File: config.mk
export PLATFORM = sky130hd
export DESIGN_NAME = instr_fetch_unit_flat
export DESIGN_NICKNAME = d
export VERILOG_FILES = /design/src/rtl/instr_fetch_unit_if.sv /design/src/rtl/instr_fetch_unit.sv /design/src/flat_wrapper.sv
export SDC_FILE = /design/constraint.sdc
export NUM_CORES = 1
export LEC_CHECK = 0
export BUFFER_PORTS_ARGS = -buffer_cell sky130_fd_sc_hd__buf_2
export CAP_MARGIN = 20
export CORE_MARGIN = 2
export CORE_UTILIZATION = 50
export CTS_CLUSTER_DIAMETER = 40
export DETAILED_ROUTE_END_ITERATION = 16
export PLACE_DENSITY_LB_ADDON = 0.2
export SLEW_MARGIN = 30
export SYNTH_ARGS = -nofsm -noshare
export SYNTH_HDL_FRONTEND = slang
export SYNTH_SLANG_ARGS = --single-unit
File: constraint.sdc
create_clock -name clk -period 9.7 [get_ports clk]
set_input_delay 1.94 -clock clk [delete_from_list [all_inputs] [get_ports clk]]
set_output_delay 1.94 -clock clk [all_outputs]
set_load 0.005 [all_outputs]
File: src/rtl/instr_fetch_unit_if.sv
// Instruction-memory request/response bus between the fetch unit and imem.
// Transfer happens when o_imem_req & i_imem_gnt; rvalid returns 1+ cycles later.
interface instr_fetch_unit_if;
  logic        o_imem_req;
  logic [31:0] o_imem_addr;
  logic        i_imem_gnt;
  logic        i_imem_rvalid;
  logic [31:0] i_imem_rdata;

  modport master (
    output o_imem_req, o_imem_addr,
    input  i_imem_gnt, i_imem_rvalid, i_imem_rdata
  );

  modport slave (
    input  o_imem_req, o_imem_addr,
    output i_imem_gnt, i_imem_rvalid, i_imem_rdata
  );
endinterface

File: src/rtl/instr_fetch_unit.sv
// Single-outstanding instruction fetch unit: issues word fetches, buffers one
// instruction for decode, and squashes in-flight responses on redirect.
module instr_fetch_unit #(
  parameter logic [31:0] RESET_PC = 32'h0000_3000
) (
  input  logic                       clk,
  input  logic                       reset,
  instr_fetch_unit_if.master         imem,
  input  logic                       i_stall,
  input  logic                       i_redirect,
  input  logic [31:0]                i_redirect_pc,
  output logic [31:0]                o_inst,
  output logic [31:0]                o_PC,
  output logic [31:0]                o_PC_plus_4,
  output logic                       o_valid
);

  typedef enum logic {S_REQ, S_WAIT} state_t;

  state_t      state_q;
  logic [31:0] pc_q;
  logic [31:0] pend_pc;
  logic        drop_q;

  logic        transfer;
  logic        resp;
  logic        consume;
  logic [31:0] redirect_tgt;
  logic        unused_redirect_lsbs;

  assign redirect_tgt         = {i_redirect_pc[31:2], 2'b00};
  assign unused_redirect_lsbs = ^i_redirect_pc[1:0];

  // Request only when the output slot is free or being drained this cycle,
  // so a returning instruction always has somewhere to land.
  assign imem.o_imem_req  = (state_q == S_REQ) & ~i_redirect & (~o_valid | ~i_stall);
  assign imem.o_imem_addr = pc_q;

  assign transfer = imem.o_imem_req & imem.i_imem_gnt;
  assign resp     = (state_q == S_WAIT) & imem.i_imem_rvalid;
  assign consume  = o_valid & ~i_stall;

  always_ff @(posedge clk or posedge reset) begin
    if (reset) begin
      state_q     <= S_REQ;
      pc_q        <= RESET_PC;
      pend_pc     <= '0;
      drop_q      <= 1'b0;
      o_valid     <= 1'b0;
      o_inst      <= '0;
      o_PC        <= '0;
      o_PC_plus_4 <= '0;
    end else if (i_redirect) begin
      o_valid <= 1'b0;
      pc_q    <= redirect_tgt;
      if (state_q == S_WAIT) begin
        // A response landing with the redirect is simply discarded; otherwise
        // remember to discard the one still in flight.
        if (resp) begin
          drop_q  <= 1'b0;
          state_q <= S_REQ;
        end else begin
          drop_q  <= 1'b1;
        end
      end
    end else begin
      if (consume) o_valid <= 1'b0;
      if (state_q == S_REQ) begin
        if (transfer) begin
          pend_pc <= pc_q;
          pc_q    <= pc_q + 32'd4;
          state_q <= S_WAIT;
        end
      end else if (resp) begin
        state_q <= S_REQ;
        drop_q  <= 1'b0;
        if (!drop_q) begin
          o_inst      <= imem.i_imem_rdata;
          o_PC        <= pend_pc;
          o_PC_plus_4 <= pend_pc + 32'd4;
          o_valid     <= 1'b1;
        end
      end
    end
  end

endmodule

File: src/flat_wrapper.sv
// flat-port wrapper written by rule: the top's interface ports become plain ports
module instr_fetch_unit_flat 
#(
  parameter logic [31:0] RESET_PC = 32'h0000_3000
)
  (clk, reset, i_stall, i_redirect, i_redirect_pc, o_inst, o_PC, o_PC_plus_4, o_valid, imem_o_imem_req, imem_o_imem_addr, imem_i_imem_gnt, imem_i_imem_rvalid, imem_i_imem_rdata);
  instr_fetch_unit_if imem_i ();
  input  logic clk;
  input  logic reset;
  input  logic i_stall;
  input  logic i_redirect;
  input  logic [31:0] i_redirect_pc;
  output logic [31:0] o_inst;
  output logic [31:0] o_PC;
  output logic [31:0] o_PC_plus_4;
  output logic o_valid;
  output wire logic [$bits(imem_i.o_imem_req)-1:0] imem_o_imem_req;
  output wire logic [$bits(imem_i.o_imem_addr)-1:0] imem_o_imem_addr;
  input wire logic [$bits(imem_i.i_imem_gnt)-1:0] imem_i_imem_gnt;
  input wire logic [$bits(imem_i.i_imem_rvalid)-1:0] imem_i_imem_rvalid;
  input wire logic [$bits(imem_i.i_imem_rdata)-1:0] imem_i_imem_rdata;
  assign imem_o_imem_req = imem_i.o_imem_req;
  assign imem_o_imem_addr = imem_i.o_imem_addr;
  assign imem_i.i_imem_gnt = imem_i_imem_gnt;
  assign imem_i.i_imem_rvalid = imem_i_imem_rvalid;
  assign imem_i.i_imem_rdata = imem_i_imem_rdata;
  instr_fetch_unit #(.RESET_PC(RESET_PC)) u_core (.clk(clk), .reset(reset), .imem(imem_i), .i_stall(i_stall), .i_redirect(i_redirect), .i_redirect_pc(i_redirect_pc), .o_inst(o_inst), .o_PC(o_PC), .o_PC_plus_4(o_PC_plus_4), .o_valid(o_valid));
endmodule
Word-level counts from Yosys, hierarchy flattened
Index checks and enable logic that the tools add are counted.

Word-level logic and storage cells: 45. Output and inout bits: 130. Input port bits: 70. Bits in registers: 163.

Mux-type cells: 17. Add/sub/neg operators: 2. Reductions and logical operators: 6. Equality and inequality tests: 1. Bitwise gates (word level): 11.

Operators with widths (count): 32-bit 2-to-1 mux (3); 32-bit by 3-bit adder with 32-bit output (second input constant) (2); 1-bit 2-to-1 mux (14); 1-bit AND (5); 1-bit NOT (5); 2-bit AND reduction (2); 4-bit AND reduction (1); 2-bit nonzero test (2); 3-bit AND reduction (1); 2-bit != test (second input constant) (1); 1-bit bitwise OR (1).

Longest topological paths before layout
Gate-level depths: netlist of the first run.

Depth in word-level cells: 7. Depth in mapped cells: 7. Depth with buffers taken out: 6.

Least setup slack after synthesis of the first run
No wires, ideal clock.

Path kind: input-to-output. Start point: input port i_redirect. End point: output port imem_o_imem_req. Path buffers: 1. Arrival time: 2.345 ns. Slack: 5.415 ns. Required time: 7.760 ns. Stages: 2. Cell sequence: clkbuf_1 a211oi_2.

Word-level cells in the longest chain between the ends: 3.

RTL lines: start, declared (line flat_wrapper.sv:11) `input logic i_redirect;`; 1-bit NOT (no line); 1-bit AND (2 in series) (line instr_fetch_unit.sv:36) `assign imem.o_imem_req = (state_q == S_REQ) & ~i_redirect & (~o_valid | ~i_stall);`; end, declared (line flat_wrapper.sv:17) `output wire logic [$bits(imem_i.o_imem_req)-1:0] imem_o_imem_req;`.

Every way passes these cells.

Final worst setup path of the first run
Same ends and word-level chain as after synthesis.

==> run_results.csv, run 1 <==
group,metric,value,unit
timing,final.setup_skew,0.007031,ns
finish,post_route_cells_drive_above_1_share,0.2880,
synth,yosysMostFrequentCell,"sky130_fd_sc_hd__nand2_1",
floorplan,die_w,121.6,um
clock_tree,tritoncts,"yes",
grt,grt_pass1_wl,25960,um
grt,first_global_vias,5136,
floorplan,ioPinCount,200,
finish,area_of_combinational_cells_with_multiple_inputs,2843,um2
worst_setup_path,startpoint_kind_of_the_worst_setup_timing_path,"input pin",
synth,netlist_top_cells_count,"268 x sky130_fd_sc_hd__nand2_1, 153 x sky130_fd_sc_hd__dfrtp_1, 57 x sky130_fd_sc_hd__o21ai_0",
synth,synth_area_leaders,"sky130_fd_sc_hd__dfrtp_1 55%, sky130_fd_sc_hd__nand2_1 15%, sky130_fd_sc_hd__mux2_2 4.2%",
worst_setup_path,critical_path.most_common_cell,"sky130_fd_sc_hd__buf_2",
clock_tree,postCtsSetupBuffers,0,
clock_tree,postCtsHoldBufs,0,
synth,synth_largest_area_cell,"sky130_fd_sc_hd__dfrtp_1",
clock_tree,cts.sink_count,155,
grt,grt_max_degree,124,
routing,drt_drc_violations_left,0,
worst_setup_path,reg2reg_slack,7.34,ns
synth,post_synth_instance_area,6910,um2
clock_tree,level_count_of_the_clock_h_tree,4,
synth,synth_top_area_share,0.5540,
floorplan,initial_utilization,0.5177,
worst_setup_path,path_max_fanout,61,
synth,synth_ff_type,"sky130_fd_sc_hd__dfrtp_1",
finish,n_fill_cell,1183,
timing,timing.fmax,207.0,MHz
finish,seq_area,3881,um2
floorplan,die-area,14780,um2
grt,globalRouteMet2Util,0.3420,
synth,synth-seq-cells,155,
synth,ys_async_sr_fraction,1.000,
run,maxCapViolations,0,
routing,first_iter_violations,373,
synth,synth_enable_flop_cells,0,
floorplan,coreArea,13350,um2
worst_setup_path,cpLargestDelayFamily,"buffers and inverters",
clock_tree,max-clock-path-buffers,2,
routing,firstDrtPassIters,4,
worst_hold_path,timing.hold.worst.class,"flip-flop to flip-flop",
floorplan,die_height,121.6,um
synth,netlist-cell-type-count,44,
finish,net_count_of_the_finished_layout,979,
grt,grt_resource_usage_total,0.2250,
timing,slew_headroom,0.4415,
power_and_ir_drop,p_leak,4.351,nW
outcome,outcome,"complete, no violations",
power_and_ir_drop,max-vdd-ir-drop,0.1086,mV
grt,antenna_found_initial,0,
synth,netlist_instances,728,
worst_setup_path,timing.critical_path.arrival,2.89,ns
placed_design,gp_routability_congestion,0.8314,
clock_tree,post_cts_resized,0,
power_and_ir_drop,power.density,260.6,nW/um2
finish,area.growth.synth_to_final,24.77,%
grt,groute.layer.met1.usage,0.3235,
placed_design,portbufs,191,
clock_tree,cts_buffers,17,
routing,drt-vias-per-instance,5.094,
timing,final_max_slew_viol_count,0,
timing,finalCriticalPeriod,4.830,ns
worst_setup_path,crit_path_cell_trace,"buf_2, buf_4, a211oi_2, buf_2",
timing,timing.final.crit_share,0.4980,
worst_setup_path,timing_worst_setup_path_type,"input pin to output port",
routing,route.vias.total,5583,
worst_setup_path,slowest_delay,0.37,ns
clock_tree,cts_root_buf,"sky130_fd_sc_hd__clkbuf_16",
finish,n_antenna_cell,0,
clock_tree,worst_setup_hold_path_clk_slew,0.06,ns
timing,final-hold-violation-count,0,
grt,gr-max-usage-layer,"met2",
placed_design,hpwl,10980,um
routing,drt-total-wl,16150,um
worst_setup_path,critical_path.endpoint_type,"output port",
synth,yosys_warnings,0,
worst_setup_path,worst_ep_required_time,7.76,ns
timing,worstMarginPinSlew,0.8377,ns
floorplan,rows,42,
worst_setup_path,timing.critical_path.buf_inv,3,
synth,synth_seq_area_share,0.5617,
finish,finish.utilization,0.6460,
clock_tree,worstSkewPairLatency,0.41,ns
synth,post_synth.cell_area_avg,9.492,um2
grt,globalRoute.totalOverflow,0,
timing,totalNegativeSetupSlack,0,ns
grt,grt_use_met3,0.04682,
routing,ant_nets,0,
timing,report.final.setup_viol,0,
timing,rsz0062_at_grt,"false",
worst_setup_path,cpMaxStageDelayCell,"sky130_fd_sc_hd__a211oi_2",
routing,wire_per_inst,14.74,um
[layer usage]
layer / up-vias / share of wire
met2: 155 / 0.45
met1: 2632 / 0.48
li1: 2781 / -
met4: 0 / 0.014
met5: - / 0
met3: 15 / 0.051
[flip-flops by register name, summed over array words and instances (netlist names)]
signal and cells:
u_core.imem.o_imem_addr 30, u_core.o_PC_plus_4 30, u_core.o_valid 1, u_core.o_inst 32, u_core.drop_q 1, u_core.pend_pc 30, u_core.o_PC 30, u_core.state_q 1
[through the flow]
stage          cell area [um2]  setup slack (ns)  std cells  total power, mW  hold slack [ns]
6_report                  8622             4.870       1096            2.247           0.4657
2_1_floorplan             6929             3.585        733            1.269           0.4697
3_5_place_dp              7984             4.876       1064            1.564           0.4564
3_3_place_gp              7980             4.881       1064            1.540           0.4528
5_1_grt                   8622             4.817       1096            2.397           0.4861
4_1_cts                   8618             4.871       1096            2.268           0.4711
[cells in the final DEF, fill, tap and decap left out, types with 17 or more instances in the layout]
cell,synthesis,routed
sky130_fd_sc_hd__buf_2,1,191
sky130_fd_sc_hd__clkbuf_16,0,17
sky130_fd_sc_hd__dfrtp_1,153,153
sky130_fd_sc_hd__mux2_2,26,26
sky130_fd_sc_hd__nand2_1,268,268
sky130_fd_sc_hd__nand3_1,22,22
sky130_fd_sc_hd__o21ai_0,57,57
sky130_fd_sc_hd__xnor2_1,24,24
sky130_fd_sc_hd__xor2_1,17,17
[final timing paths]
kind                       cells after the start                           to                        start
setup reg to reg                               4  u_core.imem.o_imem_addr[27]  u_core.imem.o_imem_addr[13]
max in group asynchronous                      3              u_core.o_PC[13]                        reset
hold reg to reg                                2        u_core.o_PC_plus_4[3]        u_core.o_PC_plus_4[3]
min in group asynchronous                      2       u_core.o_PC_plus_4[27]                        reset
hold / removal                                 2        u_core.o_PC_plus_4[3]        u_core.o_PC_plus_4[3]
setup / recovery                               4              imem_o_imem_req                   i_redirect
[tightest hold or removal path, cell delays in order, from the launching register on]
cell and delay [ns]:
sky130_fd_sc_hd__dfrtp_1 0.33, sky130_fd_sc_hd__nand2_1 0.05, sky130_fd_sc_hd__nand2_1 0.05
[cell families after synthesis]
kind of cell,count (synthesis),share of synthesized area
and+or+nand+nor,367,0.2350
adders and majority gates,2,0.003621
xor gates and xnor gates,41,0.05196
muxes,27,0.04382
other,1,0.0005427
buffers and inverters,51,0.03114
DFF,155,0.5617
AOI/OAI and AO/OA,84,0.07224
[power by group]
group          internal (mW)  total [mW]  switching [mW]
Clock                  0.452       0.700           0.248
Combinational          0.257       0.514           0.257
Sequential             0.868        1.03           0.165
[layout make-up]
type,instances,area share
timing repair buffer,196,0.1161
clock buffer,26,0.06138
multi-input combinational,527,0.3297
clock inverter,6,0.01219
tap,176,0.02554
sequential,155,0.4502
inverter,10,0.004934
Note: power is estimated with default switching activity, not from simulation.
==> run 2, diff against run 1 <==
==> constraint.sdc (replaced) <==
create_clock -name clk -period 5.05 [get_ports clk]
set_input_delay 1.01 -clock clk [delete_from_list [all_inputs] [get_ports clk]]
set_output_delay 1.01 -clock clk [all_outputs]
set_load 0.005 [all_outputs]
==> run 2 against run 1 <==
Worst setup slack lost 2.6 ns; largest power group unchanged; highest routed layer unchanged; clock skew grew 0.0026 ns; non-clock buffer count grew 2.
==> run_results.csv, run 2 (synthesis gave the netlist of run 1 again) <==
group,metric,value,unit
floorplan,die_height,121.6,um
grt,antenna_found_initial,0,
floorplan,ioPinCount,200,
routing,route.vias.total,5611,
power_and_ir_drop,p_switching,1.305,mW
floorplan,die_w,121.6,um
clock_tree,postCtsHoldBufs,0,
worst_setup_path,critical_path.endpoint_type,"output port",
clock_tree,worst_setup_hold_path_clk_slew,0.06,ns
finish,n_antenna_cell,0,
power_and_ir_drop,p_leak,4.344,nW
floorplan,die-area,14780,um2
finish,number_of_flip_flops_under_the_largest_register_name,32,
grt,globalRoute.totalOverflow,0,
power_and_ir_drop,internal_power,3.014,mW
worst_hold_path,timing.hold.worst.class,"flip-flop to flip-flop",
power_and_ir_drop,p_sw_frac,0.3021,
power_and_ir_drop,max-vdd-ir-drop,0.2567,mV
routing,drt-total-wl,16320,um
finish,largest_register,"u_core.o_inst",
finish,finish.utilization,0.6469,
timing,timing.fmax,362.1,MHz
clock_tree,max-clock-path-buffers,2,
routing,firstDrtPassIters,5,
timing,rsz0062_at_grt,"false",
grt,grt_pass1_wl,26260,um
placed_design,hpwl,11520,um
clock_tree,cts_buffers,17,
routing,drt_drc_violations_left,0,
timing,finalCriticalPeriod,2.761,ns
timing,timing.final.crit_share,0.5468,
routing,wire_per_inst,14.86,um
grt,grt_max_degree,85,
grt,grt_resource_usage_total,0.2299,
finish,net_count_of_the_finished_layout,981,
grt,first_global_vias,5074,
clock_tree,worstSkewPairLatency,0.43,ns
clock_tree,level_count_of_the_clock_h_tree,4,
timing,totalNegativeSetupSlack,0,ns
worst_setup_path,path_max_fanout,23,
timing,final_max_slew_viol_count,0,
clock_tree,cts_root_buf,"sky130_fd_sc_hd__clkbuf_16",
timing,report.final.setup_viol,0,
run,maxCapViolations,0,
clock_tree,tritoncts,"yes",
worst_setup_path,startpoint_kind_of_the_worst_setup_timing_path,"input pin",
timing,final_worst_setup_slack,2.289,ns
placed_design,gp_routability_congestion,0.8028,
finish,layout.cells.most_common_list,"268 x sky130_fd_sc_hd__nand2_1, 191 x sky130_fd_sc_hd__buf_2, 153 x sky130_fd_sc_hd__dfrtp_1",
outcome,outcome,"complete, no violations",
power_and_ir_drop,power.density,500.2,nW/um2
timing,final-hold-violation-count,0,
finish,final_common_cell,"sky130_fd_sc_hd__nand2_1",
placed_design,portbufs,191,
routing,drt-vias-per-instance,5.110,
timing,slew_headroom,0.4484,
finish,post_route_cells_drive_above_1_share,0.2896,
clock_tree,postCtsSetupBuffers,0,
finish,area.growth.synth_to_final,24.95,%
routing,ant_nets,0,
clock_tree,cts.sink_count,155,
placed_design,placement.setup.worst_slack,2.262,ns
timing,final.setup_skew,0.009620,ns
routing,first_iter_violations,281,
floorplan,initial_utilization,0.5177,
worst_setup_path,timing.critical_path.arrival,1.75,ns
worst_setup_path,timing_worst_setup_path_type,"input pin to output port",
power_and_ir_drop,clock_power_share,0.310,
clock_tree,post_cts_resized,0,
power_and_ir_drop,seq_power_share,0.459,
floorplan,coreArea,13350,um2
worst_setup_path,worst_ep_required_time,4.04,ns
floorplan,rows,42,
timing,worstMarginPinSlew,0.8257,ns
power_and_ir_drop,power_frac_comb,0.230,
==> run 2: changes by cell type in the layout (fill, tap and decap cells not counted), sizes merged <==
cell,delta
clkinvlp,+3
bufinv,+1
inv,-1
clkinv,+2
buf,+2
clkbuf,-5
==> run 2: power groups by stage <==
| stage | combinational, mW | clock, mW | sequential (mW) |
|---|---|---|---|
| 2_1_floorplan | 0.452 | 0 | 1.99 |
| 4_1_cts | 1.01 | 1.37 | 1.98 |
| 3_3_place_gp | 0.983 | 0 | 1.98 |
| 3_5_place_dp | 1.01 | 0 | 2.00 |
| 5_1_grt | 1.14 | 1.43 | 2.04 |
| 6_report | 0.994 | 1.34 | 1.98 |
==> run 2: critical path: stages <==
cell and delay, ns:
sky130_fd_sc_hd__buf_2 0.24, sky130_fd_sc_hd__a211oi_2 0.32, sky130_fd_sc_hd__buf_2 0.18
==> run 2: per-layer routing <==
| layer | up-vias | wire, um | global-route usage |
|---|---|---|---|
| met2 | 160 | 7514 | 0.3504 |
| met5 | - | 0 | 0 |
| met3 | 17 | 1035 | 0.05946 |
| met4 | 0 | 220 | 0.07543 |
| li1 | 2799 | - | - |
| met1 | 2635 | 7551 | 0.3244 |
==> run 2: cell type report <==
type,instances,area [um2]
clock inverters,11,167.7
flip-flops and latches,155,3881
well taps,176,220.2
repair buffers,198,1021
clock buffers,21,460.4
multi-input cells,527,2843
inverters,10,41.29
fillers,1168,4713
==> run 2: path summary, 6_finish.rpt <==
path | startpoint | end | slack [ns] | cells past startpoint
setup / recovery | i_redirect | imem_o_imem_req | 2.29 | 3
hold / removal | u_core.o_PC[5] | u_core.o_PC[5] | 0.47 | 2
setup reg to reg | u_core.imem.o_imem_addr[13] | u_core.imem.o_imem_addr[26] | 2.74 | 5
hold reg to reg | u_core.o_PC[5] | u_core.o_PC[5] | 0.47 | 2
max in group asynchronous | reset | u_core.imem.o_imem_addr[26] | 3.39 | 3
min in group asynchronous | reset | u_core.o_PC_plus_4[2] | 0.74 | 2
==> run 2: through the flow <==
| step | std cells | cell area, um2 | hold WS, ns | total power, mW |
|---|---|---|---|---|
| after floorplan | 733 | 6933 | 0.4697 | 2.439 |
| final | 1098 | 8635 | 0.4669 | 4.319 |
| after detailed placement | 1066 | 8006 | 0.4562 | 3.009 |
| after CTS | 1098 | 8635 | 0.4714 | 4.365 |
| after global routing | 1098 | 8635 | 0.4827 | 4.607 |
| after global placement | 1066 | 8006 | 0.4519 | 2.963 |
==> run 3, diff against run 2 <==
==> constraint.sdc (replaced) <==
create_clock -name clk -period 2.6 [get_ports clk]
set_input_delay 0.52 -clock clk [delete_from_list [all_inputs] [get_ports clk]]
set_output_delay 0.52 -clock clk [all_outputs]
set_load 0.005 [all_outputs]
==> run 3 against run 2 <==
Critical path depth is 2 higher; first-iteration DRC count is 31% higher; worst hold slack worse by 0.20 ns; die area stayed put; power is 92% higher; global-route usage is 0.41 points lower; register-to-register slack worse by 2.4 ns; non-clock buffer count is 2 higher; wire length is 1.3% lower; sequential cell count stayed put; design area is 0.43% higher; sequential share of layout area is 0.19 points lower.
==> run_results.csv, run 3 (synthesis gave the netlist of run 1 again) <==
group,metric,value,unit
outcome,outcome,"complete, no violations",
timing,timing.final.crit_share,0.8678,
grt,globalRoute.totalOverflow,0,
clock_tree,worstSkewPairLatency,0.41,ns
placed_design,place.detailed.instances,1068,
routing,drt-total-wl,16110,um
timing,final_max_slew_viol_count,0,
clock_tree,post_cts_resized,0,
placed_design,gp_routability_congestion,0.8409,
power_and_ir_drop,clock_power_share,0.304,
power_and_ir_drop,power.density,957.9,nW/um2
clock_tree,tritoncts,"yes",
routing,ant_nets,0,
clock_tree,max-clock-path-buffers,2,
timing,slew_headroom,0.5566,
finish,layout.cells.most_common_list,"268 x sky130_fd_sc_hd__nand2_1, 191 x sky130_fd_sc_hd__buf_2, 153 x sky130_fd_sc_hd__dfrtp_1",
power_and_ir_drop,power_frac_comb,0.232,
timing,rsz0062_at_grt,"false",
clock_tree,cts.sink_count,155,
routing,firstDrtPassIters,4,
routing,route.vias.total,5608,
timing,report.final.setup_viol,0,
timing,final-hold-violation-count,0,
power_and_ir_drop,internal_power,5.790,mW
finish,net_count_of_the_finished_layout,983,
timing,finalCriticalPeriod,2.256,ns
worst_hold_path,timing.hold.worst.class,"input pin to asynchronous set/reset pin",
placed_design,hpwl,11470,um
power_and_ir_drop,p_switching,2.517,mW
power_and_ir_drop,seq_power_share,0.464,
finish,n_antenna_cell,0,
floorplan,die-area,14780,um2
finish,number_of_flip_flops_under_the_largest_register_name,32,
placed_design,portbufs,191,
worst_setup_path,path_max_fanout,7,
routing,first_iter_violations,367,
clock_tree,postCtsSetupBuffers,0,
clock_tree,postCtsHoldBufs,0,
worst_setup_path,timing.critical_path.arrival,2.54,ns
clock_tree,cts_buffers,17,
timing,timing.fmax,443.2,MHz
worst_setup_path,critical_path.endpoint_type,"flip-flop",
worst_setup_path,timing_worst_setup_path_type,"flip-flop to flip-flop",
timing,totalNegativeSetupSlack,0,ns
placed_design,dpl_cell_area,8059,um2
grt,grt_max_degree,102,
finish,final_common_cell,"sky130_fd_sc_hd__nand2_1",
timing,worstMarginPinSlew,0.6651,ns
power_and_ir_drop,design_power_total,8.307,mW
timing,whs,0.2706,ns
worst_setup_path,worst_ep_required_time,2.88,ns
placed_design,placement.setup.worst_slack,0.3495,ns
routing,drt-vias-per-instance,5.098,
clock_tree,worst_setup_hold_path_clk_slew,0.06,ns
power_and_ir_drop,max-vdd-ir-drop,0.4196,mV
power_and_ir_drop,p_sw_frac,0.3030,
finish,final_area,8672,um2
timing,final_worst_setup_slack,0.3438,ns
floorplan,die_w,121.6,um
finish,stdcell_count,1100,
finish,finish.utilization,0.6497,
grt,grt_pass1_wl,26090,um
worst_setup_path,startpoint_kind_of_the_worst_setup_timing_path,"flip-flop",
grt,antenna_found_initial,0,
grt,first_global_vias,5251,
routing,wire_per_inst,14.64,um
finish,area.growth.synth_to_final,25.49,%
floorplan,rows,42,
finish,largest_register,"u_core.o_inst",
timing,final.setup_skew,0.006102,ns
floorplan,coreArea,13350,um2
run,maxCapViolations,0,
floorplan,die_height,121.6,um
routing,drt_drc_violations_left,0,
floorplan,initial_utilization,0.5177,
finish,post_route_cells_drive_above_1_share,0.2922,
power_and_ir_drop,p_leak,4.364,nW
clock_tree,level_count_of_the_clock_h_tree,4,
grt,grt_resource_usage_total,0.2258,
clock_tree,cts_root_buf,"sky130_fd_sc_hd__clkbuf_16",
floorplan,ioPinCount,200,
[run 3: cell count changes in the layout (fill, tap and decap cells not counted), sizes merged]
cell	delta
bufinv	-1
clkinv	+1
buf	+2
[run 3: critical path, stage by stage (launching register included)]
cell and delay (ns):
sky130_fd_sc_hd__dfstp_2 0.58, sky130_fd_sc_hd__nand3_1 0.14, sky130_fd_sc_hd__or4_1 0.66, sky130_fd_sc_hd__or3_4 0.47, sky130_fd_sc_hd__o21ai_0 0.16, sky130_fd_sc_hd__o311ai_1 0.12
[run 3: final cells by class]
type	count	area [um2]
clock buffer	21	470.5
multi-input combinational	527	2843
clock inverter	11	142.6
sequential	155	3881
inverter	10	41.29
tap	176	220.2
fill	1150	4676
timing repair buffer	200	1074
[run 3: layer usage]
layer  part of all wire  track usage  wire [um]
met1               0.48       0.3183       7653
met2               0.46       0.3483       7376
met3              0.053      0.04448        852
met4              0.014      0.08764        224
met5                  0            0          0
[run 3: worst paths after layout]
path	start	to	slack [ns]	cells past startpoint
max in group asynchronous	reset	u_core.o_PC[23]	1.80	3
max reg2reg	u_core.imem.o_imem_addr[12]	u_core.imem.o_imem_addr[27]	0.34	5
max	u_core.imem.o_imem_addr[12]	u_core.imem.o_imem_addr[27]	0.34	5
min	reset	u_core.o_PC[2]	0.27	3
min reg2reg	u_core.o_PC[5]	u_core.o_PC[5]	0.47	2
min in group clk	imem_i_imem_rdata[1]	u_core.o_inst[1]	0.29	3
[run 3: power groups by stage]
| stage | logic (mW) | registers, mW | clock network, mW |
|---|---|---|---|
| after floorplan | 0.878 | 3.86 | 0 |
| after global routing | 2.20 | 3.98 | 2.68 |
| after CTS | 1.98 | 3.85 | 2.57 |
| final | 1.93 | 3.85 | 2.52 |
| after global placement | 1.92 | 3.85 | 0 |
| after detailed placement | 1.96 | 3.89 | 0 |
